===== src/rtl/wb_stage.sv =====
// Writeback stage: buffers memory-stage results in a small FIFO and drains them
// into the register file (GPR write port) and the HI/LO pair, counting retirements.
module wb_stage #(
    parameter int DEPTH = 2
) (
    input  logic        clk,
    input  logic        rst,
    input  logic        flush,
    input  logic        in_valid,
    output logic        in_ready,
    input  logic [4:0]  wd_i,
    input  logic        wreg_i,
    input  logic [31:0] wdata_i,
    input  logic [31:0] hi_i,
    input  logic [31:0] lo_i,
    input  logic        whilo_i,
    output logic        rf_we,
    output logic [4:0]  rf_waddr,
    output logic [31:0] rf_wdata,
    input  logic        rf_ready,
    output logic [31:0] hi_o,
    output logic [31:0] lo_o,
    output logic [31:0] retire_cnt,
    output logic        busy
);

    localparam int AW = (DEPTH > 1) ? $clog2(DEPTH) : 1;
    localparam logic [AW-1:0] PTR_ONE  = AW'(1);
    localparam logic [AW:0]   CNT_ONE  = (AW + 1)'(1);
    localparam logic [AW:0]   CNT_FULL = (AW + 1)'(DEPTH);

    typedef struct packed {
        logic [4:0]  wd;
        logic        wreg;
        logic [31:0] wdata;
        logic [31:0] hi;
        logic [31:0] lo;
        logic        whilo;
    } wb_entry_t;

    wb_entry_t     mem [DEPTH];
    wb_entry_t     head;
    wb_entry_t     entry_in;
    logic [AW-1:0] wr_ptr;
    logic [AW-1:0] rd_ptr;
    logic [AW:0]   count;
    logic          push;
    logic          commit;

    assign entry_in = '{wd: wd_i, wreg: wreg_i, wdata: wdata_i,
                        hi: hi_i, lo: lo_i, whilo: whilo_i};
    assign head     = mem[rd_ptr];

    assign busy     = (count != '0);
    assign in_ready = (count < CNT_FULL) && !flush;
    assign push     = in_valid && in_ready;

    // GPR 0 is hardwired, so such entries retire without claiming the write port.
    assign rf_we    = busy && head.wreg && (head.wd != 5'd0);
    assign rf_waddr = busy ? head.wd    : 5'd0;
    assign rf_wdata = busy ? head.wdata : 32'd0;
    assign commit   = busy && (rf_ready || !rf_we) && !flush;

    always_ff @(posedge clk) begin
        if (push) begin
            mem[wr_ptr] <= entry_in;
        end
    end

    always_ff @(posedge clk) begin
        if (rst) begin
            wr_ptr     <= '0;
            rd_ptr     <= '0;
            count      <= '0;
            hi_o       <= 32'd0;
            lo_o       <= 32'd0;
            retire_cnt <= 32'd0;
        end else if (flush) begin
            wr_ptr <= '0;
            rd_ptr <= '0;
            count  <= '0;
        end else begin
            if (push) begin
                wr_ptr <= wr_ptr + PTR_ONE;
            end
            if (commit) begin
                rd_ptr     <= rd_ptr + PTR_ONE;
                retire_cnt <= retire_cnt + 32'd1;
                if (head.whilo) begin
                    hi_o <= head.hi;
                    lo_o <= head.lo;
                end
            end
            // Simultaneous push and commit leaves occupancy unchanged.
            case ({push, commit})
                2'b10:   count <= count + CNT_ONE;
                2'b01:   count <= count - CNT_ONE;
                default: count <= count;
            endcase
        end
    end

endmodule

===== config.mk =====
export PLATFORM = sky130hd
export DESIGN_NAME = wb_stage
export DESIGN_NICKNAME = d
export VERILOG_FILES = /design/src/rtl/wb_stage.sv
export SDC_FILE = /design/constraint.sdc
export NUM_CORES = 1
export LEC_CHECK = 0
export BUFFER_PORTS_ARGS = -buffer_cell sky130_fd_sc_hd__buf_2
export CELL_PAD_IN_SITES_DETAIL_PLACEMENT = 0
export CELL_PAD_IN_SITES_GLOBAL_PLACEMENT = 1
export CORE_MARGIN = 1
export CORE_UTILIZATION = 45
export CTS_BUF_LIST = sky130_fd_sc_hd__clkbuf_8
export DETAILED_ROUTE_END_ITERATION = 6
export PLACE_DENSITY = 0.86
export SLEW_MARGIN = 20
export SYNTH_ARGS = -nofsm -noshare
export SYNTH_HDL_FRONTEND = slang
export SYNTH_SLANG_ARGS = --single-unit

===== constraint.sdc =====
create_clock -name clk -period 6 [get_ports clk]
set_clock_uncertainty 0.05 [all_clocks]
set_input_delay 0 -clock clk [delete_from_list [all_inputs] [get_ports clk]]
set_output_delay 0 -clock clk [all_outputs]
set_load 0.01 [all_outputs]

==> results.sh <==
export IMPL_status="complete, no violations"
export IMPL_netlist_top_cells_count="edfxtp_1 (206), nor2_1 (124), dfxtp_1 (101)"
export IMPL_die_x_um=160
export IMPL_finalWorstSetupSlack_ns=2.51
export IMPL_place_gp_congestion=0.788
export IMPL_ys_types=44
export IMPL_antenna_cells=0
export IMPL_syn_to_final_growth_pct=32.1
export IMPL_drtIter0Drc=585
export IMPL_synth_edff_count=206
export IMPL_cts_hold_buffers_added=105
export IMPL_cts_root_buf="clkbuf_8"
export IMPL_drv_slew=0
export IMPL_reg2reg_slack_ns=2.51
export IMPL_finalSetupViolCount=0
export IMPL_post_place_ws_ns=2.50
export IMPL_via_per_inst=5.25
export IMPL_worstMarginPinSlew_ns=0.910
export IMPL_synth_largest_area_cell="edfxtp_1"
export IMPL_synthCells=806
export IMPL_ys_flop_type="edfxtp_1"
export IMPL_clkSlewWorstSetupHoldPaths_ns=0.06
export IMPL_place_hpwl_mm=15.0
export IMPL_grt_pass1_vias=8018
export IMPL_arrival_ns=3.89
export IMPL_yosysMostFrequentCell="edfxtp_1"
export IMPL_end_kind="register"
export IMPL_powerDensity_nw_per_um2=297
export IMPL_leakage_nw=5.50
export IMPL_hold_path_class="in -> reg"
export IMPL_peakVddDrop_mv=0.177
export IMPL_antenna_found_initial=0
export IMPL_grt_usage_pct=20.8
export IMPL_ant_nets=0
export IMPL_layout_nets=1271
export IMPL_rsz0062_at_grt="no"
export IMPL_hold_violations=0
export IMPL_start_kind="register"
export IMPL_synth_fp_nets=916
export IMPL_drc=0
export IMPL_dieArea_um2=25600
export IMPL_row_count=57
export IMPL_avgSynthCellArea_um2=13.9
export IMPL_ios=244
export IMPL_fin_crit_sh_pct=58.1
export IMPL_power_w=0.00442
export IMPL_clockBufferDepth=3
export IMPL_fp_dieH_um=160
export IMPL_firstDrtPassIters=5
export IMPL_routedWlPerCell_um=17.8
export IMPL_path_class="reg -> reg"
export IMPL_yosysWarnings=0
export IMPL_yosysSeqAreaShare_pct=73.0
export IMPL_maxCapViolCount=0
export IMPL_fin_crit_ns=3.49
export IMPL_cts_buffers=51
export IMPL_synth_seq_cells=307
export IMPL_fin_cells=1528
export IMPL_coreArea_um2=24400
export IMPL_fmax_mhz=287
export IMPL_cts_repair_resized=0
export IMPL_fin_util_pct=60.9
export IMPL_yosysTopAreaCellShare_pct=55.0
export IMPL_drive_gt1_share_pct=28.8
export IMPL_cts_tree="yes"
export IMPL_grt_overflow=0
export IMPL_synthTopCellsByArea="edfxtp_1 (55%), dfxtp_1 (18%), a211oi_1 (4.7%)"
export IMPL_num_vias=8026
export IMPL_place_inst=1326
export IMPL_grt_max_degree=104
export IMPL_netlist_area_um2=11200
export IMPL_post_cts_setup_buffers=0
export IMPL_relSlewSlack_pct=39.3
export IMPL_cts_max_level=2
export IMPL_wirelength_mm=27.2
export IMPL_cp_max_fo=64
export IMPL_holdCritStartpoint="hi_i[1]"
export IMPL_initial_core_util_pct=46.1
export IMPL_async_flop_share_pct=0
export IMPL_grt_pass1_wl_mm=42.2
export IMPL_clk_insertion_delay_late_ns=0.57
export IMPL_clkSinkCount=307
export IMPL_fin_tns_setup_ns=0
export IMPL_required_ns=6.40
export IMPL_io_buffers=243
## final timing paths
kind | endpoint | cells past startpoint
max | lo_o[10] | 7
max reg2reg | lo_o[10] | 7
min reg2reg | retire_cnt[31] | 2
min | mem[1][34] | 2
## power by group
group	switching [W]	internal, W	total (W)
logic	0.000133	0.000115	0.000248
registers	0.0000182	0.00231	0.00233
clock network	0.000823	0.00101	0.00184
## cells by family (layout without fill, tap and decap cells)
| kind of cell | count (synthesis) | count (layout) | share of synthesized area [%] |
|---|---|---|---|
| DFF | 307 | 307 | 73.0 |
| AOI/OAI and AO/OA | 175 | 175 | 10.9 |
| and+or+nand+nor | 198 | 198 | 8.30 |
| adders and majority gates | 2 | 2 | 0.223 |
| xor gates and xnor gates | 20 | 20 | 1.56 |
| buffers and inverters | 63 | 461 | 2.33 |
| muxes | 41 | 41 | 3.67 |
## stage by stage
| stage | hold WS (ns) | cell area (µm²) |
|---|---|---|
| after global placement | 0.138 | 12700 |
| after CTS | 0.0683 | 14800 |
| after floorplan | 0.0489 | 11200 |
| final | 0.112 | 14800 |
| after detailed placement | 0.141 | 12700 |
| after global routing | 0.0886 | 14800 |
## sequential cells by signal (all words and copies together) (netlist names), named ones only
| name | flops |
|---|---|
| mem | 206 |
| hi_o | 32 |
| lo_o | 32 |
| retire_cnt | 32 |
| count | 2 |
| rd_ptr | 1 |
| wr_ptr | 1 |
## placed cells by master (no fill, tap or decap), types with 8 or more instances in the layout
master         instances
buf_2                242
edfxtp_1             206
nor2_1               122
dlygate4sd3_1        106
dfxtp_1              100
a211oi_1              71
o22ai_1               64
clkbuf_8              61
mux2i_1               39
inv_1                 20
xnor2_1               18
a21oi_1               13
nand3_1               11
or4_1                 11
nand2_1               10
o31ai_1               10
clkinv_2              10
buf_4                 10
nor3_1                 8
## routing by layer
layer | part of all wire [%] | up-vias | track usage, %
met4 | 3.9 | 0 | 9.96
met1 | 40 | 3883 | 24.6
met5 | 0 | - | 0
met2 | 51 | 258 | 36.1
met3 | 5.2 | 70 | 4.36
li1 | - | 3815 | -
## worst max-delay path, stage by stage (launching register included)
cell and delay (ns):
dfxtp_2 0.73, buf_4 0.48, nor4b_2 0.30, o22ai_2 0.35, a221oi_4 0.35, buf_4 0.62, nor2_1 0.13, a211oi_1 0.27
## cell type report
class / count / area, µm²
fillers: 1909 / 9540
flip-flops and latches: 307 / 8210
multi-input cells: 436 / 2810
repair buffers: 359 / 2360
clock buffers: 61 / 840
well taps: 324 / 405
clock inverters: 35 / 209
inverters: 6 / 22.5
Power figures use the tool's default switching activity.
